<file path="src/rtl/irq_source_cond.sv">
// ---------------------------------------------------------------------------
// irq_source_cond
//
// Conditions raw, asynchronous inputs before the interrupt-vector block sees
// them. The block has two paths:
//   * Four push-button levels. Each is synchronised and then debounced. The
//     debounced level only follows the synchronised level after that level
//     has differed from it for DB_CYCLES consecutive cycles.
//   * Three interrupt request lines (uart, eth_1, eth_2). Each is
//     synchronised and rising-edge detected. A detected edge sets a sticky
//     flag, and the flag stays set until software clears it through irq_clr.
//
// Parameters
//   DB_CYCLES  stable cycles required before a debounced button changes
//              (legal range 2 .. 2**CNT_W-1)
//   CNT_W      width of each debounce counter
//
// Ports
//   clk            in   1  system clock, rising edge
//   rst_n          in   1  asynchronous active-low reset
//   btn_raw        in   4  raw push-button levels
//   uart_int_raw   in   1  raw uart interrupt request
//   eth_1_int_raw  in   1  raw eth_1 interrupt request
//   eth_2_int_raw  in   1  raw eth_2 interrupt request
//   irq_clr        in   3  clear strobes {uart, eth_1, eth_2}
//   btn            out  4  debounced button levels
//   uart_int       out  1  sticky uart interrupt flag
//   eth_1_int      out  1  sticky eth_1 interrupt flag
//   eth_2_int      out  1  sticky eth_2 interrupt flag
// ---------------------------------------------------------------------------
module irq_source_cond #(
    parameter int unsigned DB_CYCLES = 1000000,
    parameter int unsigned CNT_W     = 20
) (
    input  logic       clk,
    input  logic       rst_n,
    input  logic [3:0] btn_raw,
    input  logic       uart_int_raw,
    input  logic       eth_1_int_raw,
    input  logic       eth_2_int_raw,
    input  logic [2:0] irq_clr,
    output logic [3:0] btn,
    output logic       uart_int,
    output logic       eth_1_int,
    output logic       eth_2_int
);

    // Counter value at which a pending change is committed. The counter
    // counts 0 .. DB_CYCLES-1 while the input is different, and the change
    // is taken on the cycle after it reaches the terminal value. The change
    // therefore lands DB_CYCLES edges after the synchronised level first
    // differs.
    localparam logic [CNT_W-1:0] TERM_CNT = CNT_W'(DB_CYCLES - 1);

    localparam int unsigned NUM_BTN = 4;
    localparam int unsigned NUM_IRQ = 3;

    // Interrupt lines are kept in irq_clr bit order: {uart, eth_1, eth_2}.
    logic [NUM_IRQ-1:0] irq_raw;

    assign irq_raw = {uart_int_raw, eth_1_int_raw, eth_2_int_raw};

    // -----------------------------------------------------------------------
    // Synchroniser registers
    // -----------------------------------------------------------------------
    logic [NUM_BTN-1:0] btn_s1_q;
    logic [NUM_BTN-1:0] btn_s2_q;
    logic [NUM_IRQ-1:0] irq_s1_q;
    logic [NUM_IRQ-1:0] irq_s2_q;

    // Two-flop synchronisers on every raw input. No other logic reads a raw
    // input or the first stage. Only s2 feeds the debouncers and edge
    // detectors.
    always_ff @(posedge clk or negedge rst_n) begin
        if (!rst_n) begin
            btn_s1_q <= '0;
            btn_s2_q <= '0;
            irq_s1_q <= '0;
            irq_s2_q <= '0;
        end else begin
            btn_s1_q <= btn_raw;
            btn_s2_q <= btn_s1_q;
            irq_s1_q <= irq_raw;
            irq_s2_q <= irq_s1_q;
        end
    end

    // -----------------------------------------------------------------------
    // Button debouncers
    // -----------------------------------------------------------------------
    logic [NUM_BTN-1:0]            stable_q;
    logic [NUM_BTN-1:0]            stable_d;
    logic [NUM_BTN-1:0][CNT_W-1:0] cnt_q;
    logic [NUM_BTN-1:0][CNT_W-1:0] cnt_d;
    logic [NUM_BTN-1:0]            btn_differs;
    logic [NUM_BTN-1:0]            btn_terminal;

    assign btn_differs = btn_s2_q ^ stable_q;

    // Terminal-count detect, one bit per button. The test is >= rather than
    // == so that the counter can never run past the terminal value and wrap,
    // even if it somehow held a larger value.
    always_comb begin
        btn_terminal = '0;
        for (int i = 0; i < NUM_BTN; i++) begin
            btn_terminal[i] = (cnt_q[i] >= TERM_CNT);
        end
    end

    // Next-state logic for the debouncers. A button that agrees with its
    // stable value clears its counter, so any bounce restarts qualification
    // from zero. A button that disagrees counts up. On the cycle after the
    // counter reaches the terminal value, the new level is committed. Press
    // and release take the same path.
    always_comb begin
        stable_d = stable_q;
        cnt_d    = '0;
        for (int i = 0; i < NUM_BTN; i++) begin
            if (btn_differs[i]) begin
                if (btn_terminal[i]) begin
                    stable_d[i] = btn_s2_q[i];
                    cnt_d[i]    = '0;
                end else begin
                    cnt_d[i]    = cnt_q[i] + CNT_W'(1);
                end
            end else begin
                cnt_d[i] = '0;
            end
        end
    end

    always_ff @(posedge clk or negedge rst_n) begin
        if (!rst_n) begin
            stable_q <= '0;
            cnt_q    <= '0;
        end else begin
            stable_q <= stable_d;
            cnt_q    <= cnt_d;
        end
    end

    // -----------------------------------------------------------------------
    // Interrupt edge detectors and sticky flags
    // -----------------------------------------------------------------------
    logic [NUM_IRQ-1:0] prev_q;
    logic [NUM_IRQ-1:0] flag_q;
    logic [NUM_IRQ-1:0] flag_d;
    logic [NUM_IRQ-1:0] irq_edge;

    // prev resets to 0. A line that is already high when reset is released
    // is therefore seen as one rising edge.
    assign irq_edge = irq_s2_q & ~prev_q;

    // The set term is ORed in last, so a clear that coincides with a new
    // edge on the same line loses. A clear on a line whose flag is already
    // low has no effect.
    always_comb begin
        flag_d = flag_q;
        for (int i = 0; i < NUM_IRQ; i++) begin
            if (irq_clr[i]) begin
                flag_d[i] = 1'b0;
            end
            if (irq_edge[i]) begin
                flag_d[i] = 1'b1;
            end
        end
    end

    always_ff @(posedge clk or negedge rst_n) begin
        if (!rst_n) begin
            prev_q <= '0;
            flag_q <= '0;
        end else begin
            prev_q <= irq_s2_q;
            flag_q <= flag_d;
        end
    end

    // -----------------------------------------------------------------------
    // Outputs
    // -----------------------------------------------------------------------
    assign btn       = stable_q;
    assign uart_int  = flag_q[2];
    assign eth_1_int = flag_q[1];
    assign eth_2_int = flag_q[0];

endmodule

</file>
<file path="config.mk">
export PLATFORM = sky130hd
export DESIGN_NAME = irq_source_cond
export DESIGN_NICKNAME = d
export VERILOG_FILES = /design/src/rtl/irq_source_cond.sv
export SDC_FILE = /design/constraint.sdc
export NUM_CORES = 1
export LEC_CHECK = 0
export CAP_MARGIN = 20
export CELL_PAD_IN_SITES_DETAIL_PLACEMENT = 0
export CELL_PAD_IN_SITES_GLOBAL_PLACEMENT = 1
export CORE_MARGIN = 3
export CORE_UTILIZATION = 43
export CTS_CLUSTER_DIAMETER = 60
export DETAILED_ROUTE_END_ITERATION = 12
export PLACE_DENSITY_LB_ADDON = 0.3
export SLEW_MARGIN = 0
export SYNTH_ARGS = -nofsm -noshare
export SYNTH_HDL_FRONTEND = slang
export SYNTH_SLANG_ARGS = --single-unit
</file>
<file path="constraint.sdc">
create_clock -name clk -period 4.5 [get_ports clk]
set_clock_uncertainty 0.05 [all_clocks]
set_input_delay 0.9 -clock clk [delete_from_list [all_inputs] [get_ports clk]]
set_output_delay 0.9 -clock clk [all_outputs]
set_load 0.05 [all_outputs]
</file>
==> results_dict.tcl, run 1 <==
set metrics [dict create \
    cp_data_arrival_time_ns 1.58 \
    p_sw_share_pct 23.3 \
    timing.fmax_mhz 395 \
    hpwl_um 5280 \
    cp.depth 1 \
    cts_tree "built" \
    combPwrFrac_pct 4.7 \
    htreeDepth 3 \
    place_congestion 0.752 \
    start_util_pct 44.7 \
    fin_util_pct 50.0 \
    first_iter_violations 133 \
    synth_top_area_cell "dfrtp_1" \
    cts_buffer_depth 2 \
    async_reset_ff_share_pct 100 \
    hold_ws_ns 0.308 \
    hold_class "flop to flop" \
    die_w_um 110 \
    drv_slew 0 \
    core_sq_um 10400 \
    setup_ws_ns 1.97 \
    routedWlPerCell_um 12.8 \
    die_y_um 110 \
    cp-end-kind "primary output" \
    placement.io_buffers 18 \
    yosysUniqueCellTypes 41 \
    num_vias 3107 \
    fin_area_sq_um 5210 \
    rows 37 \
    dp_slack_ns 2.29 \
    r2r_slack_ns 2.33 \
    worstPathCellList "clkdlybuf4s50_1" \
    critPathBufInv 1 \
    pwr-share-clk_pct 37.1 \
    drive_above_1_share_pct 5.53 \
    antenna_found_initial 0 \
    drc 0 \
    fillCellCount 988 \
    worst_pin_slew_ns 0.903 \
    placed_area_sq_um 4970 \
    first_pass_iters 4 \
    p_int_mw 1.27 \
    wl_um 7980 \
    vias_per_cell 4.98 \
    yosysWarnings 0 \
    synth_area_sq_um 4650 \
    syn_area_per_cell_sq_um 10.1 \
    crit_required_ns 3.55 \
    ir_drop_uv 225 \
    grt_start_max_net_pins 85 \
    syn_inst 461 \
    dp.cells 607 \
    cap_violations 0 \
    cpLargestDelayFamily "buffers and inverters" \
    numCtsBuffers 9 \
    synth_edf_count 0 \
    power.density_nw_per_um2 318 \
    grt_usage_pct 14.7 \
    worstSetupPathType "flop to primary output" \
    cts_resized 0 \
    ys.flop_type "dfrtp_1" \
    cts_root_buf "clkbuf_8" \
    ys_top_cells_by_area "dfrtp_1, nor2_1, xor2_1" \
    p_total_mw 1.66 \
    whs_path_depth 0 \
    cts_setup_buffers 0 \
    ant_nets 0 \
    cts_hold_buf 0 \
    outcome "finished, final reports clean" \
    hold_path_startpoint "irq_s1_q[2]" \
    start_kind "flop" \
    crit_path_max_incr_delay_ns 0.82 \
    grt_overflow 0 \
    maxSlewHeadroom_pct 39.4 \
    crit_slowest_cell "clkdlybuf4s50_1" \
    antenna_cells 0 \
    instances_no_fill 624 \
    leakage_nw 2.24 \
    grt_pass1_vias 3015 \
    cts_sinks 104 \
    fin_crit_ns 2.53 \
    yosysTopAreaCellShare_pct 55.9 \
    p_seq_share_pct 58.3 \
    switchingPower_mw 0.385 \
    die-area_sq_um 12100 \
    rsz0062_at_grt "no" \
    synth_fp_nets 477 \
    ys_seq_elements 104 \
    path_clk_slew_ns 0.10 \
    final_hold_viol_count 0 \
    syn_to_final_growth_pct 12.0 \
    r2r_start "cnt_q[0]" \
    tns_ns 0 \
    reg2reg_to "cnt_q[3]" \
    synth-seq-area-share_pct 55.9 \
    boundaryPins 19 \
    insertion_delay_ns 0.37 \
    setup-violations-final 0 \
    ff2ff_path_depth 6 \
    final_nets 499 \
    period_share_pct 56.2 \
    grt_pass1_wl_um 13900 \
    min_to "irq_s2_q[2]" \
    crit_fanout 3 \
]
-- synthesized netlist by cell type (all sizes together) (2+ instances only) --
| cell type | n |
|---|---|
| dfrtp | 104 |
| nor2 | 101 |
| xor2 | 38 |
| nand2 | 35 |
| xnor2 | 33 |
| nand3 | 28 |
| and3 | 15 |
| nand4 | 15 |
| inv | 13 |
| nor3 | 11 |
| o21ai | 9 |
| a21oi | 7 |
| buf | 5 |
| clkbuf | 4 |
| ha | 4 |
| mux2 | 4 |
| o211ai | 4 |
| or3 | 4 |
| a31oi | 3 |
| o22ai | 3 |
| a211oi | 2 |
| nor4 | 2 |
| o31ai | 2 |
| or2 | 2 |
-- sequential cells by signal (all words and copies together), names as in the netlist --
name      flops
btn           4
btn_s1_q      4
flag_q        3
irq_s2_q      3
cnt_q        80
irq_s1_q      3
btn_s2_q      4
prev_q        3
-- placed cells by master (no fill, tap or decap), types with 2 or more instances in the layout --
| cell | instances |
|---|---|
| inv_1 | 13 |
| ha_1 | 4 |
| clkdlybuf4s50_1 | 17 |
| a21oi_1 | 7 |
| nor3_1 | 11 |
| o31ai_1 | 2 |
| nand3_1 | 28 |
| nand4_1 | 14 |
| xnor2_1 | 33 |
| or3_1 | 4 |
| a211oi_1 | 2 |
| mux2_2 | 4 |
| xor2_1 | 38 |
| o22ai_1 | 3 |
| nor4_1 | 2 |
| a31oi_1 | 3 |
| o21ai_0 | 7 |
| clkbuf_8 | 11 |
| nand2_1 | 35 |
| o211ai_1 | 4 |
| dfrtp_1 | 104 |
| nor2_1 | 101 |
| clkinv_4 | 2 |
| and3_1 | 15 |
| buf_4 | 2 |
-- worst max-delay path by stage --
| stage | start | end | slack, ns |
|---|---|---|---|
| after global routing | btn[1] | btn[1] | 1.90 |
| after global placement | cnt_q[40] | cnt_q[53] | 2.35 |
| final | btn[2] | btn[2] | 1.97 |
| after detailed placement | cnt_q[0] | cnt_q[3] | 2.29 |
| after floorplan | cnt_q[40] | cnt_q[51] | 2.62 |
| after CTS | btn[1] | btn[1] | 1.94 |
-- power groups by stage --
stage          clock [mW]  sequential [mW]  combinational [mW]
3_5_place_dp            0            0.984              0.0767
2_1_floorplan           0            0.990              0.0282
3_3_place_gp            0            0.983              0.0762
4_1_cts             0.639            0.966              0.0776
5_1_grt             0.679            0.968              0.0879
6_report            0.614            0.965              0.0776
-- kinds of logic (layout without fill, tap and decap cells) --
kind of cell | count (synthesis) | after routing | share of synthesized area [%]
AO/OA/AOI/OAI | 36 | 36 | 5.06
multiplexers | 4 | 4 | 0.968
XOR/XNOR | 71 | 71 | 13.4
flip-flops | 104 | 104 | 55.9
AND/OR/NAND/NOR | 220 | 220 | 21.7
adder cells (fa/ha/maj) | 4 | 4 | 1.08
buffers and inverters | 22 | 49 | 1.91
-- per-layer routing --
| layer | vias to the layer above | GRT usage (%) | share of wire [%] |
|---|---|---|---|
| li1 | 1584 | - | - |
| met1 | 1483 | 19.3 | 49 |
| met2 | 32 | 23.4 | 46 |
| met3 | 8 | 4.54 | 3.3 |
| met4 | 0 | 4.63 | 1.3 |
| met5 | - | 0 | 0 |
-- area by class of cell --
cell class	instances	area [sq um]	share of cell area (%)
timing repair buffer	20	213	4.08
tap	136	170	3.27
multi-input combinational	335	1960	37.6
inverter	13	48.8	0.937
clock buffer	11	151	2.91
clock inverter	5	63.8	1.22
sequential	104	2600	50.0
Power figures use the tool's default switching activity.
==> inputs of run 2 (changes only) <==
clock period = 2.1 ns   (was 4.5 ns; I/O delays follow)
==> results_dict.tcl, run 2 (synthesis results as in run 1) <==
set metrics [dict create \
    path_clk_slew_ns 0.10 \
    routedWlPerCell_um 13.3 \
    crit_path_max_incr_delay_ns 0.81 \
    cpLargestDelayFamily "buffers and inverters" \
    grt_pass1_wl_um 14800 \
    hold_class "flop to flop" \
    fin_crit_ns 2.03 \
    tns_ns 0 \
    drive_above_1_share_pct 7.58 \
    vias_per_cell 5.10 \
    cts_root_buf "clkbuf_8" \
    final_nets 512 \
    die_y_um 110 \
    worstSetupPathType "flop to primary output" \
    crit_required_ns 1.63 \
    rsz0062_at_grt "no" \
    multi_input_area_sq_um 1960 \
    power.density_nw_per_um2 685 \
    pwr-share-clk_pct 38.3 \
    drv_slew 0 \
    boundaryPins 19 \
    final_hold_viol_count 0 \
    crit_fanout 3 \
    cts_setup_buffers 0 \
    insertion_delay_ns 0.36 \
    outcome "finished, final reports clean" \
    htreeDepth 3 \
    syn_to_final_growth_pct 14.3 \
    grt_start_max_net_pins 47 \
    first_pass_iters 4 \
    core_sq_um 10400 \
    use_met3_pct 4.19 \
    hpwl_um 5850 \
    wl_um 8440 \
    rows 37 \
    grt_overflow 0 \
    antenna_found_initial 0 \
    grt_pass1_vias 3243 \
    p_int_mw 2.82 \
    num_vias 3251 \
    antenna_cells 0 \
    place_congestion 0.808 \
    p_seq_share_pct 56.8 \
    grt_usage_pct 15.4 \
    period_share_pct 96.5 \
    cp_data_arrival_time_ns 1.56 \
    grt_busiest_layer "met2" \
    cts_tree "built" \
    cts_buffer_depth 2 \
    die-area_sq_um 12100 \
    p_total_mw 3.64 \
    mostFrequentLayoutCells "dfrtp_1, nor2_1, xor2_1" \
    cts_sinks 104 \
    globalRouteMet1Util_pct 20.8 \
    start_util_pct 44.7 \
    worstPathCellList "clkdlybuf4s50_1" \
    register_area_sq_um 2600 \
    cp-end-kind "primary output" \
    fillCellCount 954 \
    cap_violations 0 \
    ir_drop_uv 378 \
    first_iter_violations 151 \
    leakage_nw 2.35 \
    combPwrFrac_pct 4.9 \
    numCtsBuffers 9 \
    switchingPower_mw 0.820 \
    drc 0 \
    setup-violations-final 0 \
    ant_nets 0 \
    grt_use_met2_pct 24.6 \
    die_w_um 110 \
    start_kind "flop" \
    largest_reg_flops 80 \
    crit_slowest_cell "clkdlybuf4s50_1" \
    critPathBufInv 1 \
    maxSlewHeadroom_pct 66.1 \
    p_sw_share_pct 22.5 \
    worst_pin_slew_ns 0.508 \
    mostFrequentLayoutCell "dfrtp_1" \
    regMostFlops "cnt_q" \
    timing.fmax_mhz 494 \
    placement.io_buffers 18 \
]
[run 2: cell count changes in the layout (fill, tap and decap cells not counted), sizes merged]
| cell | previous run | this run |
|---|---|---|
| buf | 3 | 15 |
| bufinv | 1 | 2 |
| inv | 14 | 15 |
| dlymetal6s2s | 0 | 2 |
| clkdlybuf4s50 | 17 | 15 |
| dlygate4sd3 | 0 | 1 |
| clkinv | 2 | 0 |
[run 2: cell type report]
| cell class | instances | area share (%) |
|---|---|---|
| Sequential cell | 104 | 48.9 |
| Multi-Input combinational cell | 335 | 36.9 |
| Timing Repair Buffer | 33 | 5.83 |
| Tap cell | 136 | 3.20 |
| Clock buffer | 11 | 2.66 |
| Clock inverter | 5 | 1.60 |
| Inverter | 13 | 0.917 |
[run 2: final timing paths]
check	start	endpoint	slack (ns)	depth (start not counted)
max in group asynchronous	rst_n	cnt_q[56]	0.88	3
max reg2reg	cnt_q[40]	cnt_q[55]	0.16	7
max	btn[3]	btn[3]	0.07	1
min	irq_s1_q[0]	irq_s2_q[0]	0.31	0
min reg2reg	irq_s1_q[0]	irq_s2_q[0]	0.31	0
min in group asynchronous	rst_n	cnt_q[78]	0.51	2
[run 2: per-stage QoR]
| step | hold WS (ns) | util, % | instance area (sq um) | cells | setup WS, ns |
|---|---|---|---|---|---|
| final | 0.307 | 51.1 | 5320 | 637 | 0.0739 |
| after global routing | 0.315 | 51.1 | 5320 | 637 | 0.00221 |
| after CTS | 0.308 | 51.0 | 5310 | 637 | 0.0125 |
| after detailed placement | 0.286 | 48.7 | 5080 | 620 | 0.143 |
| after global placement | 0.282 | 48.7 | 5080 | 620 | 0.253 |
| after floorplan | 0.0744 | - | 4650 | 461 | 0.215 |
[run 2: timing repair]
item,4_1_cts,5_1_grt
hold buffers,1,0
setup endpoints to repair,0,24
endpoints found under the hold margin,33,0
resized for setup,0,4
[run 2: power by group through the flow]
| stage | Sequential [mW] | Clock, mW | Combinational (mW) |
|---|---|---|---|
| after floorplan | 2.12 | 0 | 0.0604 |
| after global placement | 2.11 | 0 | 0.179 |
| after detailed placement | 2.11 | 0 | 0.182 |
| after CTS | 2.07 | 1.45 | 0.185 |
| after global routing | 2.07 | 1.53 | 0.201 |
| final | 2.07 | 1.40 | 0.179 |
[run 2: routing by layer]
metal  up-vias  wire length [um]
met1      1596              4130
met4         0               113
met3        12               243
met5         -                 0
li1       1614                 -
met2        29              3960
